===== config.mk =====
export PLATFORM = sky130hd
export DESIGN_NAME = parking_lot_monitor
export DESIGN_NICKNAME = d
export VERILOG_FILES = /design/src/rtl/parking_pkg.sv /design/src/rtl/parking_lane_fsm.sv /design/src/rtl/parking_lot_monitor.sv
export SDC_FILE = /design/constraint.sdc
export NUM_CORES = 1
export LEC_CHECK = 0
export BUFFER_PORTS_ARGS = -buffer_cell sky130_fd_sc_hd__buf_2
export CORE_MARGIN = 3
export CORE_UTILIZATION = 50
export CTS_BUF_LIST = sky130_fd_sc_hd__clkbuf_8
export DETAILED_ROUTE_END_ITERATION = 10
export GPL_ROUTABILITY_DRIVEN = 0
export PLACE_DENSITY = 0.77
export SLEW_MARGIN = 20
export SYNTH_ARGS = -nofsm -noshare
export SYNTH_HDL_FRONTEND = slang
export SYNTH_HIERARCHICAL = 1
export SYNTH_SLANG_ARGS = --single-unit
export TNS_END_PERCENT = 20

===== constraint.sdc =====
create_clock -name clk -period 2.25 [get_ports clk]
set_input_delay 0.1125 -clock clk [delete_from_list [all_inputs] [get_ports clk]]
set_output_delay 0.1125 -clock clk [all_outputs]
set_load 0.01 [all_outputs]

===== src/rtl/parking_pkg.sv =====
// Shared types and helpers for the parking-lot occupancy monitor.
//   lane_state_t : per-lane direction FSM state
//   AB_*         : synchronised {a,b} sensor codes (1 = blocked)
//   clamp_count  : limits a signed next-occupancy value to [0, cap]
package parking_pkg;

    typedef enum logic [2:0] {
        ST_IDLE,
        ST_IN1,
        ST_IN2,
        ST_IN3,
        ST_OUT1,
        ST_OUT2,
        ST_OUT3,
        ST_RESYNC
    } lane_state_t;

    localparam logic [1:0] AB_CLEAR = 2'b00;
    localparam logic [1:0] AB_INNER = 2'b01;
    localparam logic [1:0] AB_OUTER = 2'b10;
    localparam logic [1:0] AB_BOTH  = 2'b11;

    function automatic int clamp_count(input int value, input int cap);
        if (value < 0) begin
            return 0;
        end else if (value > cap) begin
            return cap;
        end
        return value;
    endfunction

endpackage


===== src/rtl/parking_lane_fsm.sv =====
// One parking lane: sensor synchroniser, direction FSM, registered event pulses.
//   clk, reset : clock, synchronous active-high reset
//   a_in, b_in : raw outer/inner sensors (asynchronous, 1 = blocked)
//   enter      : registered one-cycle pulse on a qualified entry
//   exit       : registered one-cycle pulse on a qualified exit
//   err_c      : combinational, high in the cycle an illegal transition is taken
module parking_lane_fsm
    import parking_pkg::*;
#(
    parameter int unsigned SYNC_STAGES = 2
) (
    input  logic clk,
    input  logic reset,
    input  logic a_in,
    input  logic b_in,
    output logic enter,
    output logic exit,
    output logic err_c
);

    logic [1:0]  ab_c;
    lane_state_t state_q, state_d;
    logic        enter_q, enter_d;
    logic        exit_q, exit_d;

    // The lane state register samples the synchronised code and is the last
    // stage of the SYNC_STAGES-deep path, so only SYNC_STAGES-1 plain flops
    // precede it.
    if (SYNC_STAGES > 1) begin : g_sync
        localparam int unsigned DEPTH = SYNC_STAGES - 1;

        logic [DEPTH-1:0] a_sync_q, a_sync_d;
        logic [DEPTH-1:0] b_sync_q, b_sync_d;

        always_comb begin
            a_sync_d    = a_sync_q;
            b_sync_d    = b_sync_q;
            a_sync_d[0] = a_in;
            b_sync_d[0] = b_in;
            for (int unsigned k = 1; k < DEPTH; k++) begin
                a_sync_d[k] = a_sync_q[k-1];
                b_sync_d[k] = b_sync_q[k-1];
            end
        end

        always_ff @(posedge clk) begin
            if (reset) begin
                a_sync_q <= '0;
                b_sync_q <= '0;
            end else begin
                a_sync_q <= a_sync_d;
                b_sync_q <= b_sync_d;
            end
        end

        assign ab_c = {a_sync_q[DEPTH-1], b_sync_q[DEPTH-1]};
    end else begin : g_nosync
        assign ab_c = {a_in, b_in};
    end

    // State register and event pulses
    always_ff @(posedge clk) begin
        if (reset) begin
            state_q <= ST_IDLE;
            enter_q <= 1'b0;
            exit_q  <= 1'b0;
        end else begin
            state_q <= state_d;
            enter_q <= enter_d;
            exit_q  <= exit_d;
        end
    end

    // Next state: hold on same code, step forward, back up one step, or
    // abort from the first step; anything else is illegal.
    always_comb begin
        state_d = state_q;
        enter_d = 1'b0;
        exit_d  = 1'b0;
        err_c   = 1'b0;
        unique case (state_q)
            ST_IDLE: begin
                unique case (ab_c)
                    AB_CLEAR: state_d = ST_IDLE;
                    AB_OUTER: state_d = ST_IN1;
                    AB_INNER: state_d = ST_OUT1;
                    default:  begin state_d = ST_RESYNC; err_c = 1'b1; end
                endcase
            end
            ST_IN1: begin
                unique case (ab_c)
                    AB_OUTER: state_d = ST_IN1;
                    AB_BOTH:  state_d = ST_IN2;
                    AB_CLEAR: state_d = ST_IDLE;
                    default:  begin state_d = ST_RESYNC; err_c = 1'b1; end
                endcase
            end
            ST_IN2: begin
                unique case (ab_c)
                    AB_BOTH:  state_d = ST_IN2;
                    AB_INNER: state_d = ST_IN3;
                    AB_OUTER: state_d = ST_IN1;
                    default:  begin state_d = ST_RESYNC; err_c = 1'b1; end
                endcase
            end
            ST_IN3: begin
                unique case (ab_c)
                    AB_INNER: state_d = ST_IN3;
                    AB_CLEAR: begin state_d = ST_IDLE; enter_d = 1'b1; end
                    AB_BOTH:  state_d = ST_IN2;
                    default:  begin state_d = ST_RESYNC; err_c = 1'b1; end
                endcase
            end
            ST_OUT1: begin
                unique case (ab_c)
                    AB_INNER: state_d = ST_OUT1;
                    AB_BOTH:  state_d = ST_OUT2;
                    AB_CLEAR: state_d = ST_IDLE;
                    default:  begin state_d = ST_RESYNC; err_c = 1'b1; end
                endcase
            end
            ST_OUT2: begin
                unique case (ab_c)
                    AB_BOTH:  state_d = ST_OUT2;
                    AB_OUTER: state_d = ST_OUT3;
                    AB_INNER: state_d = ST_OUT1;
                    default:  begin state_d = ST_RESYNC; err_c = 1'b1; end
                endcase
            end
            ST_OUT3: begin
                unique case (ab_c)
                    AB_OUTER: state_d = ST_OUT3;
                    AB_CLEAR: begin state_d = ST_IDLE; exit_d = 1'b1; end
                    AB_BOTH:  state_d = ST_OUT2;
                    default:  begin state_d = ST_RESYNC; err_c = 1'b1; end
                endcase
            end
            ST_RESYNC: begin
                if (ab_c == AB_CLEAR) begin
                    state_d = ST_IDLE;
                end
            end
            default: state_d = ST_IDLE;
        endcase
    end

    assign enter = enter_q;
    assign exit  = exit_q;

endmodule


===== src/rtl/parking_lot_monitor.sv =====
// Multi-lane parking-lot occupancy monitor.
//   clk, reset : clock, synchronous active-high reset
//   a, b       : per-lane outer/inner sensors (asynchronous, 1 = blocked)
//   clr_err    : clears all sticky error flags (a same-cycle set wins)
//   enter/exit : per-lane one-cycle qualified passage pulses
//   count      : saturating occupancy in [0, CAPACITY]
//   full/empty : decoded from the count register
//   lane_err   : sticky per-lane illegal-sequence flag
//   ovf_err    : sticky, an increment was clamped at CAPACITY
//   unf_err    : sticky, a decrement was clamped at 0
module parking_lot_monitor
    import parking_pkg::*;
#(
    parameter int unsigned LANES       = 2,
    parameter int unsigned CAPACITY    = 16,
    parameter int unsigned SYNC_STAGES = 2,
    parameter int unsigned CNT_W       = $clog2(CAPACITY + 1)
) (
    input  logic             clk,
    input  logic             reset,
    input  logic [LANES-1:0] a,
    input  logic [LANES-1:0] b,
    input  logic             clr_err,
    output logic [LANES-1:0] enter,
    output logic [LANES-1:0] exit,
    output logic [CNT_W-1:0] count,
    output logic             full,
    output logic             empty,
    output logic [LANES-1:0] lane_err,
    output logic             ovf_err,
    output logic             unf_err
);

    localparam int unsigned SUM_W = CNT_W + 4;

    logic [LANES-1:0]        lane_err_c;
    logic [LANES-1:0]        lane_err_q, lane_err_d;
    logic                    ovf_q, ovf_d;
    logic                    unf_q, unf_d;
    logic [CNT_W-1:0]        count_q, count_d;
    logic signed [SUM_W-1:0] net_c;
    logic signed [SUM_W-1:0] sum_c;
    logic                    ovf_c;
    logic                    unf_c;

    for (genvar gi = 0; gi < int'(LANES); gi++) begin : g_lane
        parking_lane_fsm #(
            .SYNC_STAGES (SYNC_STAGES)
        ) u_lane (
            .clk   (clk),
            .reset (reset),
            .a_in  (a[gi]),
            .b_in  (b[gi]),
            .enter (enter[gi]),
            .exit  (exit[gi]),
            .err_c (lane_err_c[gi])
        );
    end

    // Whole-cycle net across lanes, then clamp once
    always_comb begin
        net_c = '0;
        for (int unsigned i = 0; i < LANES; i++) begin
            net_c = net_c + $signed(SUM_W'(enter[i])) - $signed(SUM_W'(exit[i]));
        end
        sum_c   = $signed(SUM_W'(count_q)) + net_c;
        ovf_c   = sum_c > $signed(SUM_W'(CAPACITY));
        unf_c   = sum_c < $signed(SUM_W'(0));
        count_d = CNT_W'(clamp_count(int'(sum_c), int'(CAPACITY)));
    end

    // Sticky flags: set has priority over clear
    always_comb begin
        lane_err_d = (lane_err_q & ~{LANES{clr_err}}) | lane_err_c;
        ovf_d      = (ovf_q & ~clr_err) | ovf_c;
        unf_d      = (unf_q & ~clr_err) | unf_c;
    end

    always_ff @(posedge clk) begin
        if (reset) begin
            count_q    <= '0;
            lane_err_q <= '0;
            ovf_q      <= 1'b0;
            unf_q      <= 1'b0;
        end else begin
            count_q    <= count_d;
            lane_err_q <= lane_err_d;
            ovf_q      <= ovf_d;
            unf_q      <= unf_d;
        end
    end

    assign count    = count_q;
    assign full     = count_q == CNT_W'(CAPACITY);
    assign empty    = count_q == '0;
    assign lane_err = lane_err_q;
    assign ovf_err  = ovf_q;
    assign unf_err  = unf_q;

endmodule


# Yosys cells after proc, flatten, opt, wreduce, memory -nomap -nowiden
# Index checks and enable logic that the tools add are counted.
[op_classes] add_sub_neg=4 magnitude_cmp=4 n_eq_ne=23 mux=35 bitwise=12 n_reduce_logical=23
[ops] cell="3-bit case mux with 3 select lines" n=12
[ops] cell="3-bit case mux with 8 select lines" n=2
[ops] cell="3-bit equality test (second input constant)" n=8
[ops] cell="3-bit OR reduction" n=8
[ops] cell="2-bit OR reduction" n=10
[ops] cell="5-bit 2-to-1 mux" n=3
[ops] cell="7-bit by 6-bit > comparator with 1-bit output (second input constant)" n=2
[ops] cell="7-bit by 1-bit < comparator with 1-bit output (second input constant)" n=2
[ops] cell="3-bit by 2-bit equality test with 1-bit output (second input constant)" n=4
[ops] cell="1-bit 2-to-1 mux" n=12
[ops] cell="2-bit case mux with 3 select lines" n=2
[ops] cell="2-bit equality test (second input constant)" n=4
[ops] cell="1-bit case mux with 4 select lines" n=2
[ops] cell="6-bit by 4-bit adder with 7-bit output" n=1
[ops] cell="3-bit by 1-bit equality test with 1-bit output (second input constant)" n=2
[ops] cell="3-bit logical NOT" n=2
[ops] cell="3-bit 2-to-1 mux" n=2
[ops] cell="5-bit equality test (second input constant)" n=1
[ops] cell="5-bit logical NOT" n=1
[ops] cell="1-bit inverter" n=5
[ops] cell="2-bit by 1-bit equality test with 1-bit output (second input constant)" n=2
[ops] cell="2-bit logical NOT" n=2
[ops] cell="2-bit by 1-bit != test with 1-bit output (second input constant)" n=2
[ops] cell="3-bit by 2-bit subtractor with 4-bit output" n=1
[ops] cell="other kinds (7)" n=9
[word_totals] register_bits=23 inputBits=7 out_inout_bits=15 word_cells=115

# Longest topological paths before layout
[logic_depth] depth_word=8 mapped_depth=11 mapped_depth_nobuf=11

# Cells and area by module
# The synthesis kept the hierarchy.
[modules_own_cells] mod="parking_lane_fsm" n_inst=2 cells_per_inst=63 area_each_um2=541.8 seq_area_each_um2=140.1
[modules_own_cells] mod="parking_lot_monitor" n_inst=1 cells_per_inst=80 area_each_um2=689.4 seq_area_each_um2=180.2

# Least setup slack after synthesis
# Ideal clock, no wire load.
[synth_path] path_kind="flip-flop to flip-flop" from="reg g_lane[0].u_lane.enter_q" to="reg count_q[3] (netlist: count[3])" setup_ns=0.116 t_arrival_ns=2.461 t_required_ns=2.134 slack_ns=-0.326 path_stages_with_launch=11 n_path_buf=0 period_less_slack_ns=2.576 cell_sequence="dfxtp_1 -> inv_1 -> ha_1 -> inv_1 -> fa_1 -> fa_1 -> a21o_1 -> a21oi_2 -> xnor2_1 -> o2111ai_2 -> and3b_1"
[synth_via] elab_chain_cells=8 elab_cells_between_ends=10 cone_classes="add/sub: 4; order compare: 2; mux: 4"
[synth_rtl] item="start: declaration" line="parking_lane_fsm.sv:23" source="logic enter_q, enter_d;"
[synth_rtl] item="start signal: assignment" line="parking_lane_fsm.sv:69" source="enter_q <= enter_d;"
[synth_rtl] item="1-bit by 1-bit subtractor with 2-bit output (*)" line="parking_lot_monitor.sv:64" source="net_c = net_c + $signed(SUM_W'(enter[i])) - $signed(SUM_W'(exit[i]));"
[synth_rtl] item="2-bit by 2-bit adder with 3-bit output (*)" line="parking_lot_monitor.sv:64"
[synth_rtl] item="3-bit by 2-bit subtractor with 4-bit output (*)" line="parking_lot_monitor.sv:64"
[synth_rtl] item="6-bit by 4-bit adder with 7-bit output (*)" line="parking_lot_monitor.sv:66" source="sum_c = $signed(SUM_W'(count_q)) + net_c;"
[synth_rtl] item="7-bit by 6-bit > comparator with 1-bit output" line="parking_pkg.sv:26" source="end else if (value > cap) begin"
[synth_rtl] item="1-bit 2-to-1 mux" line="parking_pkg.sv:26"
[synth_rtl] item="1-bit 2-to-1 mux" line="parking_pkg.sv:24" source="if (value < 0) begin"
[synth_rtl] item="5-bit 2-to-1 mux (*)" line="parking_pkg.sv:29" source="return value;"
[synth_rtl] item="end signal: assignment" line="parking_lot_monitor.sv:86" source="count_q <= count_d;"
[synth_rtl] item="end: declaration" line="parking_lot_monitor.sv:40" source="logic [CNT_W-1:0] count_q, count_d;"
# Every way passes the cells marked *; elsewhere a longest branch is shown, timed or not.
# A chain may end at the register's enable or synchronous reset.

# Worst setup path in the final report
# Ends and elaborated chain as after synthesis.

==> reports/results.md <==
| Item | Reported |
|---|---|
| Worst path top cell family by delay | adder cells |
| Worst vdd ir | 0.3711 mV |
| Count of placed standard cells in the final layout, fillers left out | 282 |
| Total clock buffers created by CTS | 3 |
| Instance area at placement | 2003 um2 |
| Layout cells sized above 1 | 26.89% |
| Detailed placement HPWL | 2.641 mm |
| Highest-delay cell along the critical path | sky130_fd_sc_hd__a311o_2 |
| Cell area after layout | 2079 um2 |
| Cell Pwr Density | 751.5 nW/um2 |
| Effective utilization at floorplan | 55.35% |
| Worst Hold Slack | 49.16 ps |
| Flip-flop and latch count after synthesis | 23 |
| Post-synthesis compound-gate area fraction | 19.83% |
| Async set or reset register ratio after synthesis | 0% |
| Maximum clock path buffer count | 2 |
| Wire length of the first global-routing pass | 5.878 mm |
| Count of final setup violators | 6 |
| Critical Path Start Type | flop |
| Count of flip-flops with a built-in enable after synthesis | 0 |
| Core area | 3203 um2 |
| Static leakage power | 0.9381 nW |
| Floorplan die width | 65.55 um |
| DIE AREA | 4296 um2 |
| Leading post-synthesis cells by instance count | sky130_fd_sc_hd__inv_1, sky130_fd_sc_hd__ha_1, sky130_fd_sc_hd__dfxtp_1 |
| Hold crit path type | in2reg |
| Synthesis-to-finish area growth | 17.29% |
| Clock-pin slew on the worst setup and hold paths | 90 ps |
| Max H-tree Level | 1 |
| Sequence of cells on the critical path | inv_2 -> ha_4 -> inv_1 -> ha_1 -> inv_1 -> ha_1 -> a211oi_2 -> or2_1 -> a311o_2 -> o2111ai_2 -> and3b_1 |
| Highest fanout seen on the critical path | 4 |
| Highest clock rate | 414.7 MHz |
| Root cell of the clock tree | sky130_fd_sc_hd__clkbuf_8 |
| Clock Power Share | 16.7% |
| Class of the most critical setup path | reg2reg |
| Most repeated cell in the gate-level netlist after synthesis | sky130_fd_sc_hd__inv_1 |
| Net Switching | 0.5942 mW |
| Number of distinct library cells after synthesis | 46 |
| I/O pin cnt | 22 |
| Logic pwr share | 47.4% |
| Number of antenna violations at the first check in global routing | 0 |
| Avg Vias per Cell | 5.333 |
| Maximum clock skew at final layout | 4.777 ps |
| Setup slack on the worst flop-to-flop path | -160 ps |
| Final WL | 3.470 mm |
| Average cell area after synthesis | 8.607 um2 |
| Synthesized instance count | 206 |
| Critical Path Max Stage Delay | 410 ps |
| TritonCTS clock tree | yes |
| Initial DRC count | 86 |
| Switch share | 38.02% |
| Dominant cells by area after synthesis | sky130_fd_sc_hd__dfxtp_1, sky130_fd_sc_hd__ha_1, sky130_fd_sc_hd__inv_1 |
| Count of final hold-check violations | 0 |
| Vias | 1504 |
| Pin count of the biggest net entering global routing | 20 |
| Wire length per cell | 12.30 um |
| Post-route minimum period | 2411 ps |
| Power Internal | 0.9686 mW |
| Max-cap violation count | 0 |
| DRC violation count after routing | 0 |
| Max-slew violations | 0 |
| Top_reg_cell synth | sky130_fd_sc_hd__dfxtp_1 |
| Clk sinks | 23 |
| Fraction of the mapped netlist area in simple logic gates | 19.83% |
| FILL cells | 291 |
| Number of routed nets with antenna violations | 0 |
| Status | finished with violations |
| Least setup slack across all paths after layout | -161.2 ps |
| Portion of netlist area occupied by mux cells | 3.670% |
| Detailed-router iteration count before antenna repair | 4 |
| DP Worst Slack | -238.3 ps |
| Number of rows in the core area | 20 |
| Xor/xnor cell area share of the yosys netlist | 0.9880% |
| Final clock period utilization by the worst path | 107.2% |
| Net total in the final layout | 273 |
| Antenna fix cells | 0 |
| Count of buffers added by post-CTS timing repair for setup | 0 |
| Sequential element share of the synthesized area | 25.97% |
| Critical path buffers and inverters | 3 |
| Largest family of logic cells by synthesized area | adder cells |
| WP data required | 2420 ps |
| Slew Limit Headroom | 65.09% |
| Instance count after placement with tap cells included | 278 |
| Crit. End Element | flop |
| Pin slew with the least headroom to its limit | 522.9 ps |
| Overall power after layout | 1.563 mW |
| Register share of total power | 36.0% |
| Worst-Skew Late Latency | 270 ps |
| Via count of the first global-routing pass | 1344 |
| Quantity of I/O buffers inserted on ports | 21 |
| Cell area after synthesis | 1773 um2 |
| Post-cts hold buffer count | 0 |
| Failing checks | setup timing |
| RSZ-0062 raised after global routing | yes |
| Data arrival, critical path | 2580 ps |
| Post-Synth Adder-Cell Area | 20.32% |
| Area share of the largest cell type after synthesis | 25.97% |
| Syn Nets | 240 |
| Global Route Usage Sum | 17.46% |
| Total gr overflow | 0 |
| Chip height | 65.55 um |
| Library cell with the largest summed area after synthesis | sky130_fd_sc_hd__dfxtp_1 |
| Synthesis Warnings | 6 |
final cells by class:
cell class	instances	area, um2	share of cell area (%)
clock buffers	3	41.29	1.986
clock inverters	1	5.005	0.2407
inverters	29	108.9	5.235
multi-input cells	146	1187	57.10
flip-flops and latches	23	464.2	22.32
well taps	44	55.05	2.647
repair buffers	36	217.7	10.47
power groups by stage:
stage	Clock [mW]	Combinational, mW	Sequential (mW)
floorplan	0	0.555	0.530
global placement	0	0.704	0.570
detailed placement	0	0.715	0.570
CTS	0.269	0.720	0.561
global route	0.283	0.816	0.575
finish	0.260	0.741	0.562
cells in the final DEF, fill, tap and decap left out, types with 3 or more instances in the layout:
master,synthesis,routed
sky130_fd_sc_hd__inv_1,27,25
sky130_fd_sc_hd__ha_1,24,22
sky130_fd_sc_hd__buf_2,4,21
sky130_fd_sc_hd__nor2_1,20,20
sky130_fd_sc_hd__dfxtp_1,23,20
sky130_fd_sc_hd__buf_4,2,15
sky130_fd_sc_hd__a21oi_1,15,14
sky130_fd_sc_hd__nand2b_1,12,12
sky130_fd_sc_hd__nand2_1,6,6
sky130_fd_sc_hd__inv_2,2,4
sky130_fd_sc_hd__nor4_1,4,4
sky130_fd_sc_hd__o21ai_1,3,4
sky130_fd_sc_hd__a31oi_1,4,4
sky130_fd_sc_hd__o21ai_0,5,4
sky130_fd_sc_hd__nor2b_1,4,4
sky130_fd_sc_hd__nand3b_1,3,3
sky130_fd_sc_hd__fa_2,0,3
sky130_fd_sc_hd__clkbuf_8,0,3
sky130_fd_sc_hd__dfxtp_2,0,3
metrics by stage:
stage | util [%] | TNS [ps]
3_5_place_dp | 62.54 | -1150
6_report | 64.92 | -750.9
4_1_cts | 64.38 | -983.6
5_1_grt | 64.92 | -1603
2_1_floorplan | - | -303.9
3_3_place_gp | 62.54 | -927.9
registers in the layout, summed over array words and instances, names as in the netlist:
| name | flops |
|---|---|
| g_lane.u_lane/exit | 2 |
| ovf_err | 1 |
| count | 5 |
| g_lane.u_lane/enter | 2 |
| lane_err | 2 |
| g_lane.u_lane/g_sync.a_sync_q | 2 |
| unf_err | 1 |
| g_lane.u_lane/g_sync.b_sync_q | 2 |
| g_lane.u_lane/state_q | 6 |
final timing paths:
kind                                      from                                           to  depth (start not counted)
min reg2reg                 unf_err$_SDFF_PP0_                           unf_err$_SDFF_PP0_                          2
min                                       a[1]  g_lane[1].u_lane/g_sync.a_sync_q$_SDFF_PP0_                          2
max reg2reg  g_lane[0].u_lane/enter$_SDFF_PP0_                          count[3]$_SDFF_PP0_                         11
max          g_lane[0].u_lane/enter$_SDFF_PP0_                          count[3]$_SDFF_PP0_                         11
kinds of logic after synthesis:
family                   Yosys count
AND/OR/NAND/NOR                   63
AO/OA/AOI/OAI                     50
flip-flops                        23
multiplexers                       4
XOR/XNOR                           2
adder cells (fa/ha/maj)           27
buffers and inverters             37
repair_timing:
action / in CTS / in global routing
gates resized for setup: 4 / 5
setup endpoints to repair: 7 / 7
pin swaps: 2 / 2
per-layer routing:
layer  global-route usage [%]  share of wire [%]  vias up  wire length (um)
li1                         -                  -      784                 -
met1                    23.77                 49      664              1693
met2                    28.07                 44       52              1524
met3                    1.709                6.1        4               211
met4                    7.254                1.2        0                41
met5                        0                  0        -                 0
(Power assumes the default switching activity.)
